--- config.mk ---
export PLATFORM = sky130hd
export DESIGN_NAME = ram_master
export DESIGN_NICKNAME = d
export VERILOG_FILES = /design/src/rtl/ram_master_pkg.sv /design/src/rtl/ram_master.sv
export SDC_FILE = /design/constraint.sdc
export NUM_CORES = 1
export LEC_CHECK = 0
export ABC_AREA = 0
export ABC_CLOCK_PERIOD_IN_PS = 2900
export CAP_MARGIN = 20
export CORE_UTILIZATION = 43
export CTS_CLUSTER_SIZE = 12
export DETAILED_ROUTE_END_ITERATION = 8
export MAX_ROUTING_LAYER = met4
export PLACE_DENSITY = 0.79
export SLEW_MARGIN = 5
export SYNTH_ARGS = -nofsm -noshare
export SYNTH_HDL_FRONTEND = slang
export SYNTH_SLANG_ARGS = --single-unit
--- constraint.sdc ---
create_clock -name CLK -period 2.9 [get_ports CLK]
set_input_delay 0.58 -clock CLK [delete_from_list [all_inputs] [get_ports CLK]]
set_output_delay 0.58 -clock CLK [all_outputs]
set_load 0.005 [all_outputs]
--- src/rtl/ram_master_pkg.sv ---
// ram_master_pkg: shared FSM state encoding and width constants for ram_master.
package ram_master_pkg;
    typedef enum logic [2:0] {IDLE, WR, RD_ADDR, RD_WAIT, RD_DATA} state_e;
    localparam int WSW = 3;
    localparam int LW_DEFAULT = 4;
endpackage

--- src/rtl/ram_master.sv ---
// ram_master: host valid/ready requests to synchronous RAM strobe cycles with WS read wait states.
// Define RAM_MASTER_BURST_EN to add REQ_LEN and multi-word read bursts.
module ram_master
    import ram_master_pkg::*;
#(
    parameter int AW = 16,
    parameter int DW = 32,
    parameter int WS = 0
`ifdef RAM_MASTER_BURST_EN
    , parameter int LW = LW_DEFAULT
`endif
) (
    input  logic            CLK,
    input  logic            nRES,
    input  logic            REQ_VALID,
    output logic            REQ_READY,
    input  logic            REQ_WE,
    input  logic [DW/8-1:0] REQ_BE,
    input  logic [AW-1:0]   REQ_A,
    input  logic [DW-1:0]   REQ_D,
`ifdef RAM_MASTER_BURST_EN
    input  logic [LW-1:0]   REQ_LEN,
`endif
    output logic            RSP_VALID,
    output logic [DW-1:0]   RSP_D,
    output logic            BUSY,
    output logic            RAM_nCE,
    output logic            RAM_nWE,
    output logic            RAM_nOE,
    output logic [DW/8-1:0] RAM_nBE,
    output logic [AW-1:0]   RAM_A,
    output logic [DW-1:0]   RAM_DO,
    input  logic [DW-1:0]   RAM_DI
);
`ifndef RAM_MASTER_BURST_EN
    localparam int LW = LW_DEFAULT;
`endif
    state_e          state_q;
    logic            nce_q, nwe_q, noe_q, rsp_v_q;
    logic [DW/8-1:0] nbe_q;
    logic [AW-1:0]   a_q;
    logic [DW-1:0]   do_q, rsp_d_q;
    logic [WSW-1:0]  cnt_q;
    logic [LW-1:0]   len_q, req_len;

`ifdef RAM_MASTER_BURST_EN
    assign req_len = REQ_LEN;
`else
    assign req_len = '0;
`endif

    assign REQ_READY = state_q == IDLE;
    assign BUSY      = state_q != IDLE;
    assign RSP_VALID = rsp_v_q;
    assign RSP_D     = rsp_d_q;
    assign RAM_nCE   = nce_q;
    assign RAM_nWE   = nwe_q;
    assign RAM_nOE   = noe_q;
    assign RAM_nBE   = nbe_q;
    assign RAM_A     = a_q;
    assign RAM_DO    = do_q;

    // RAM read data lags its address by one edge, so the next burst address
    // is issued on the edge entering RD_DATA while the current word is captured.
    always_ff @(posedge CLK or negedge nRES) begin
        if (!nRES) begin
            state_q <= IDLE;
            nce_q   <= 1'b1;
            nwe_q   <= 1'b1;
            noe_q   <= 1'b1;
            nbe_q   <= '1;
            a_q     <= '0;
            do_q    <= '0;
            rsp_v_q <= 1'b0;
            rsp_d_q <= '0;
            cnt_q   <= '0;
            len_q   <= '0;
        end else begin
            rsp_v_q <= 1'b0;
            case (state_q)
                IDLE: if (REQ_VALID) begin
                    a_q   <= REQ_A;
                    nce_q <= 1'b0;
                    if (REQ_WE) begin
                        state_q <= WR;
                        nwe_q   <= 1'b0;
                        nbe_q   <= ~REQ_BE;
                        do_q    <= REQ_D;
                    end else begin
                        state_q <= RD_ADDR;
                        noe_q   <= 1'b0;
                        len_q   <= req_len;
                    end
                end
                WR: begin
                    state_q <= IDLE;
                    nce_q   <= 1'b1;
                    nwe_q   <= 1'b1;
                    nbe_q   <= '1;
                end
                RD_ADDR: begin
                    state_q <= (WS > 0) ? RD_WAIT : RD_DATA;
                    cnt_q   <= WSW'(WS - 1);
                    if (WS == 0 && len_q != '0) a_q <= a_q + AW'(1);
                end
                RD_WAIT: begin
                    if (cnt_q == '0) begin
                        state_q <= RD_DATA;
                        if (len_q != '0) a_q <= a_q + AW'(1);
                    end else begin
                        cnt_q <= cnt_q - WSW'(1);
                    end
                end
                RD_DATA: begin
                    rsp_v_q <= 1'b1;
                    rsp_d_q <= RAM_DI;
                    if (len_q == '0) begin
                        state_q <= IDLE;
                        nce_q   <= 1'b1;
                        noe_q   <= 1'b1;
                    end else begin
                        len_q   <= len_q - LW'(1);
                        state_q <= (WS > 0) ? RD_WAIT : RD_DATA;
                        cnt_q   <= WSW'(WS - 1);
                        if (WS == 0 && len_q > LW'(1)) a_q <= a_q + AW'(1);
                    end
                end
                default: state_q <= IDLE;
            endcase
        end
    end
endmodule

# Yosys cells after proc, flatten, opt, wreduce, memory -nomap -nowiden
# Cells that the tools add are included.
# W data, S select, Z words.
[op_classes]
addsub = 3
bitwise_logic = 1
mux = 31
magnitude_cmp = 1
n_eq_ne = 12
reduce_logical = 18
[ops]
columns = ["cell", "n"]
rows = [
  ["$mux W16", 5],
  ["$pmux W16 S4", 1],
  ["$mux W4", 5],
  ["$add A16 B1 Y16 const B", 1],
  ["$pmux W4 S2", 2],
  ["$mux W3", 5],
  ["$ne A2 B2 Y1 const B", 7],
  ["$pmux W3 S4", 1],
  ["$reduce_and A3 Y1", 4],
  ["$pmux W3 S3", 1],
  ["$reduce_bool A3 Y1", 3],
  ["$reduce_and A4 Y1", 2],
  ["$reduce_bool A4 Y1", 2],
  ["$mux W1", 7],
  ["$eq A3 B2 Y1 const B", 2],
  ["$logic_not A3 Y1", 2],
  ["$reduce_and A5 Y1", 1],
  ["$gt A4 B1 Y1 const B", 1],
  ["$logic_not A4 Y1", 1],
  ["$not A4 Y4", 1],
  ["$pmux W1 S2", 2],
  ["$reduce_bool A2 Y1", 2],
  ["$sub A4 B1 Y4 const B", 1],
  ["$eq A3 B1 Y1 const B", 1],
  ["6 further kinds", 6],
]
[totals]
out_inout_bits = 90
input_bits = 88
regBits = 98

# Longest topological paths before layout
# Gate-level depths: netlist of the first run.
[depth]
word_depth = 4
ltp_mapped = 7

# Worst setup path before layout of the first run
# Ideal clock, no wire load.
[synth_timing]
path_type = "register to register"
from = "reg len_q[0]"
to = "reg a_q[1], in the netlist RAM_A[1]"
path_stages_with_launch = 7
path_slack_ns = 1.038
t_arrival_ns = 1.737
period_less_slack_ns = 1.862
required_time_ns = 2.775
cell_sequence = "dfrtp_1 -> inv_1 -> ha_1 -> or2_2 -> a32o_4 -> nor2_8 -> mux2_4"
[synth_via]
elab_chain_len = 4
elab_cells_between_ends = 9
cone_classes = "1 x order compare; 2 x eq/ne; 3 x mux; 3 x reduce/logical"
[synth_lines]
columns = ["item", "line", "text"]
rows = [
  ["start: declaration", "ram_master.sv:44", "logic [LW-1:0] len_q, req_len;"],
  ["start signal: assignment", "ram_master.sv:92", "len_q <= req_len;"],
  ["start signal: assignment", "ram_master.sv:122", "len_q <= len_q - LW'(1);"],
  ["branches (longest 4 deep; another with $gt A4 B1 Y1)", "n/a", ""],
  ["end signal: assignment", "ram_master.sv:104", "if (WS == 0 && len_q != '0) a_q <= a_q + AW'(1);"],
  ["end signal: assignment", "ram_master.sv:109", "if (len_q != '0) a_q <= a_q + AW'(1);"],
  ["end signal: assignment", "ram_master.sv:125", "if (WS == 0 && len_q > LW'(1)) a_q <= a_q + AW'(1);"],
  ["end: declaration", "ram_master.sv:41", "logic [AW-1:0] a_q;"],
]
# Several ways; the timed one is not identified. The select of a mux whose other input is x is not followed.
# A chain may end at the register's enable or synchronous reset.

# Worst setup path after layout of the first run
[layout_timing]
from = "reg state_q[1]"
to = "out REQ_READY"
[layout_via]
elab_chain_len = 1
[layout_lines]
columns = ["item", "line", "text"]
rows = [
  ["start: declaration", "ram_master.sv:38", "state_e state_q;"],
  ["start signal: assignment", "ram_master.sv:102", "state_q <= (WS > 0) ? RD_WAIT : RD_DATA;"],
  ["start signal: assignment", "ram_master.sv:123", "state_q <= (WS > 0) ? RD_WAIT : RD_DATA;"],
  ["$logic_not A3 Y1", "ram_master.sv:52", "assign REQ_READY = state_q == IDLE;"],
  ["end: declaration", "ram_master.sv:16", "output logic REQ_READY,"],
]
# Every way passes these cells.

==> results of run 1 <==
[Yosys cell counts (7+ instances only)]
library cell | instances | area, um2
o22ai_1 | 8 | 50.1
inv_1 | 11 | 41.3
nand2_1 | 107 | 402
mux2_1 | 30 | 338
o21ai_0 | 10 | 50.1
dfstp_2 | 7 | 184
a21oi_1 | 14 | 70.1
buf_2 | 13 | 65.1
dfrtp_1 | 91 | 2280
nor3_1 | 12 | 60.1
a31oi_1 | 13 | 81.3
nor2_1 | 13 | 48.8
[through the flow]
step / hold WS (ns) / setup WS, ns
2_1_floorplan: 0.284 / 1.04
3_3_place_gp: 0.451 / 0.528
3_5_place_dp: 0.462 / 0.481
4_1_cts: 0.203 / 0.406
5_1_grt: 0.229 / 0.363
6_report: 0.197 / 0.425
[registers in the layout, summed over array words and instances (netlist names)]
name,flops
RAM_A,16
RAM_DO,32
RAM_nBE,4
RAM_nCE,1
RAM_nOE,1
RAM_nWE,1
RSP_D,32
RSP_VALID,1
cnt_q,3
len_q,4
state_q,3
[layout by cell type (no fill, tap or decap), types with 3 or more instances in the layout]
cell               n
a21oi_1           14
a2bb2oi_1          6
a31o_2             3
a31oi_1           13
and2_1             4
and3_1             6
buf_4             12
bufinv_16          3
clkbuf_8          10
clkdlybuf4s50_1  176
dfrtp_1           91
dfstp_2            7
ha_1               5
inv_1             11
mux2_1            30
mux2_2             4
nand2_1          107
nand2b_1           3
nand3_1            6
nand4_1            6
nor2_1            13
nor3_1            12
o21ai_0           10
o22ai_1            8
or3_1              3
[power by group through the flow]
| stage | Sequential (uW) | Combinational [uW] | Clock [uW] |
|---|---|---|---|
| 2_1_floorplan | 2530 | 1740 | 0 |
| 3_3_place_gp | 2490 | 3550 | 0 |
| 3_5_place_dp | 2520 | 3660 | 0 |
| 4_1_cts | 2500 | 3670 | 1130 |
| 5_1_grt | 2600 | 3960 | 1180 |
| 6_report | 2500 | 3650 | 1110 |
[kinds of logic after synthesis]
logic type | count (synthesis) | share of synthesized area
simple gates | 180 | 0.195
flops | 98 | 0.548
compound gates | 74 | 0.120
mux | 35 | 0.0886
buf+inv | 32 | 0.0340
fa+ha+maj | 5 | 0.0139
[critical path, cell delays in order, from the launching register on]
cell	delay, ns
dfrtp_1	0.40
buf_4	0.18
or3_1	0.40
inv_1	0.06
clkdlybuf4s50_1	0.49
[per-layer routing]
metal / track usage / up-vias / part of all wire
met5: - / - / 0
met1: 0.293 / 1828 / 0.42
met2: 0.376 / 167 / 0.49
met4: 0.104 / 0 / 0.027
met3: 0.0382 / 29 / 0.056
li1: - / 1851 / -
[worst min-delay path by stage]
stage,depth (start not counted),end
2_1_floorplan,0,RAM_A[0]
3_3_place_gp,1,cnt_q[0]
3_5_place_dp,2,RSP_D[10]
4_1_cts,1,RAM_DO[21]
5_1_grt,1,RAM_DO[18]
6_report,1,RAM_DO[19]
[layout make-up]
cell class | count | area (um2) | share of cell area
clock buffers | 10 | 138 | 0.0206
clock inverters | 6 | 119 | 0.0178
inverters | 12 | 50.0 | 0.00749
multi-input cells | 294 | 1880 | 0.281
flip-flops and latches | 98 | 2460 | 0.368
well taps | 133 | 166 | 0.0249
repair buffers | 189 | 1870 | 0.280
==> flow_summary_export.csv, run 1 <==
group,metric,value,unit
status,outcome,"finished, final reports clean",
synthesis,syn_avg_cell_area,10.6,um2
power,pwr-share-clk,0.153,
critical_path,crit_type,"flop to output port",
detailed_routing,routed_wirelength,11800,um
critical_path,r2r_cells,4,
clocking,ctsResizeCount,0,
power,comb_power_share,0.503,
synthesis,synth-seq-cells,98,
power,swShare,0.352,
synthesis,synth_fp_nets,517,
place,io_buffers,177,
power,seqPwrFrac,0.344,
min_path,hold_path.class,"primary input to async pin",
detailed_routing,drcViolationCount,0,
sta,fin_setup_tns,0,ns
die,die_x,104,um
job,maxCapViolCount,0,
clocking,clkSinkCount,98,
detailed_routing,num_vias,3875,
critical_path,crit_path_start,"state_q[1]",
die,num_io_pins,178,
clocking,cts_max_level,3,
clocking,post_cts_buffers,0,
die,core_region_area,9950,um2
sta,slew_headroom,0.487,
synthesis,ys_seq_area_frac,0.548,
critical_path,crit_path_start_kind,"flop",
clocking,clock_tree.buffer_depth,2,
sta,worst_pin_slew,0.762,ns
critical_path,endpoint_kind,"output port",
power,power_leakage,0.00291,uW
clocking,cts_hold_buf,0,
synthesis,yosys_most_used_dff,"dfrtp_1",
layout,num-fill-cells,782,
layout,post-route-util,0.671,
power,power_density,1090,nW/um2
detailed_routing,viasPerCell,5.22,
clocking,cts.clk_slew.worst_paths,0.10,ns
sta,finalHoldViolCount,0,
detailed_routing,wl_per_cell,15.9,um
critical_path,crit_arrival,1.89,ns
synthesis,async_flop_share,1.00,
critical_path,crit_end,"REQ_READY",
place,place_area,6420,um2
sta,rsz0062_at_grt,"false",
clocking,tritoncts,"done",
sta,fin_skew,0.0107,ns
synthesis,synth_edf_count,0,
sta,min_period,2.47,ns
global_routing,track_usage,0.234,
global_routing,grt_pass1_wl,19500,um
die,initial_core_util,0.451,
critical_path,rr_endpoint,"RAM_A[1]",
die,rows,36,
detailed_routing,firstDrtPassIters,5,
global_routing,antenna_found_initial,0,
layout,syn_to_final_growth,48.8,%
critical_path,cp_max_fo,12,
power,power_switching,2560,uW
global_routing,grt_start_max_net_pins,41,
sta,timing.fmax,0.404,GHz
sta,drv_slew,0,
critical_path,cp.required,2.32,ns
sta,finalSetupViolations,0,
power,vdd_drop_max,0.490,mV
clocking,cts_buffers,9,
synthesis,netlist_instances,424,
detailed_routing,drtIter0Drc,229,
critical_path,rrSetupSlack,0.73,ns
place,gp_congestion,0.842,
layout,drive_above_1_share,0.102,
detailed_routing,antenna_left,0,
synthesis,netlist_area,4490,um2
die,dieArea,10900,um2
layout,nets,697,
layout,instances_no_fill,742,
clocking,clk_latency,0.37,ns
global_routing,grt_remaining_overflow,0,
clocking,cts_root_buf,"clkbuf_8",
place,dp_hpwl,8690,um
sta,min_period_over_period,0.853,
power,p_int,4700,uW
critical_path,worstReg2RegStart,"state_q[1]",
layout,diodes,0,
synthesis,yosysWarnings,0,
global_routing,grt_pass1_vias,3945,
power,power,7250,uW
synthesis,synth_cell_type_count,60,
die,die_y,104,um
layout,final_area,6680,um2
place,dp.cells,726,
Note: power is estimated with default switching activity, not from simulation.
==> inputs of run 2 (changes only) <==
--- a/constraint.sdc
+++ b/constraint.sdc
@@ -3,2 +3,2 @@
 set_output_delay 0.58 -clock CLK [all_outputs]
-set_load 0.005 [all_outputs]
+set_load 0.05 [all_outputs]
==> flow_summary_export.csv, run 2 (synthesis gave the netlist of run 1 again) <==
group,metric,value,unit
sta,worst_pin_slew,0.720,ns
clocking,ctsResizeCount,0,
critical_path,rr_endpoint,"RAM_A[5]",
layout,syn_to_final_growth,47.5,%
global_routing,antenna_found_initial,0,
detailed_routing,routed_wirelength,11700,um
global_routing,grt_pass1_vias,3934,
sta,min_period_over_period,0.898,
sta,slew_headroom,0.515,
sta,timing.fmax,0.384,GHz
layout,layout_common_cells,"clkdlybuf4s50_1 (176), nand2_1 (107), dfrtp_1 (91)",
die,core_region_area,9950,um2
critical_path,r2r_cells,7,
clocking,clkSinkCount,98,
sta,fin_setup_tns,0,ns
die,die_y,104,um
critical_path,rrSetupSlack,0.75,ns
die,num_io_pins,178,
global_routing,grt_pass1_wl,19500,um
detailed_routing,wl_per_cell,15.8,um
place,io_buffers,177,
sta,finalSetupViolations,0,
power,power_density,1390,nW/um2
global_routing,track_usage,0.230,
clocking,cts.clk_slew.worst_paths,0.11,ns
layout,layout_commonest_cell,"clkdlybuf4s50_1",
critical_path,cp_max_fo,6,
detailed_routing,viasPerCell,5.29,
detailed_routing,num_vias,3920,
power,power_leakage,0.00288,uW
place,dp_hpwl,8590,um
detailed_routing,antenna_left,0,
layout,nets,696,
sta,drv_slew,0,
global_routing,grt_start_max_net_pins,72,
die,dieArea,10900,um2
sta,fin_skew,0.0207,ns
status,outcome,"finished, final reports clean",
layout,final_area,6620,um2
clocking,clock_tree.buffer_depth,2,
die,die_x,104,um
layout,drive_above_1_share,0.100,
critical_path,crit_type,"flop to output port",
place,gp_congestion,0.834,
clocking,cts_root_buf,"clkbuf_8",
min_path,hold_path.class,"primary input to async pin",
clocking,cts_buffers,9,
clocking,post_cts_buffers,0,
clocking,cts_hold_buf,0,
sta,rsz0062_at_grt,"false",
detailed_routing,drcViolationCount,0,
clocking,clk_latency,0.36,ns
detailed_routing,drtIter0Drc,244,
critical_path,crit_path_start_kind,"flop",
critical_path,crit_arrival,2.03,ns
sta,min_period,2.61,ns
layout,diodes,0,
die,rows,36,
global_routing,grt_remaining_overflow,0,
critical_path,cp.required,2.32,ns
power,vdd_drop_max,0.799,mV
die,initial_core_util,0.451,
job,maxCapViolCount,0,
critical_path,endpoint_kind,"output port",
sta,finalHoldViolCount,0,
critical_path,worstReg2RegStart,"state_q[1]",
place,place_area,6430,um2
clocking,cts_max_level,3,
clocking,tritoncts,"done",
detailed_routing,firstDrtPassIters,5,
==> run 2: area by class of cell <==
class | instances | area, um2
Fill cell | 829 | 3330
Multi-Input combinational cell | 294 | 1880
Inverter | 12 | 50.0
Clock buffer | 10 | 138
Timing Repair Buffer | 188 | 1880
Clock inverter | 6 | 53.8
Sequential cell | 98 | 2460
Tap cell | 133 | 166
==> run 2: worst max path at each step <==
stage               startpoint         end  slack [ns]
global route        state_q[2]   REQ_READY        0.26
detailed placement   REQ_VALID  RAM_DO[19]        0.49
global placement     REQ_VALID  RAM_DO[17]        0.54
finish              state_q[2]   REQ_READY        0.29
CTS                 state_q[2]   REQ_READY        0.29
floorplan           state_q[0]   REQ_READY        0.73
==> run 2: metal layers <==
layer	track usage	wire, um	part of all wire
met1	0.292	4860	0.42
met2	0.376	5850	0.50
met4	0.0867	312	0.027
met3	0.0307	669	0.057
met5	-	0	0
==> run 2: power breakdown <==
group | switching, uW | total, uW | leakage [uW] | internal [uW]
combinational | 3820 | 5860 | 0.00163 | 2040
sequential | 438 | 2500 | 0.00115 | 2060
clock | 511 | 866 | 0.0000962 | 355
total | 4770 | 9230 | 0.00288 | 4460
==> run 2: worst max-delay path, stage by stage, from the launching register on <==
cell and delay [ns]:
dfrtp_1 0.44, or3_1 0.38, inv_1 0.07, clkdlybuf4s50_1 0.79
==> run 2: metrics by stage <==
| stage | setup slack, ns | instances | utilization | power [uW] | hold WS (ns) |
|---|---|---|---|---|---|
| after floorplan | 0.732 | 424 | - | 6430 | 0.284 |
| final | 0.295 | 741 | 0.665 | 9230 | 0.105 |
| after detailed placement | 0.489 | 725 | 0.646 | 8390 | 0.459 |
| after global placement | 0.543 | 725 | 0.646 | 8250 | 0.453 |
| after CTS | 0.289 | 741 | 0.665 | 9280 | 0.113 |
| after global routing | 0.259 | 741 | 0.665 | 9720 | 0.124 |
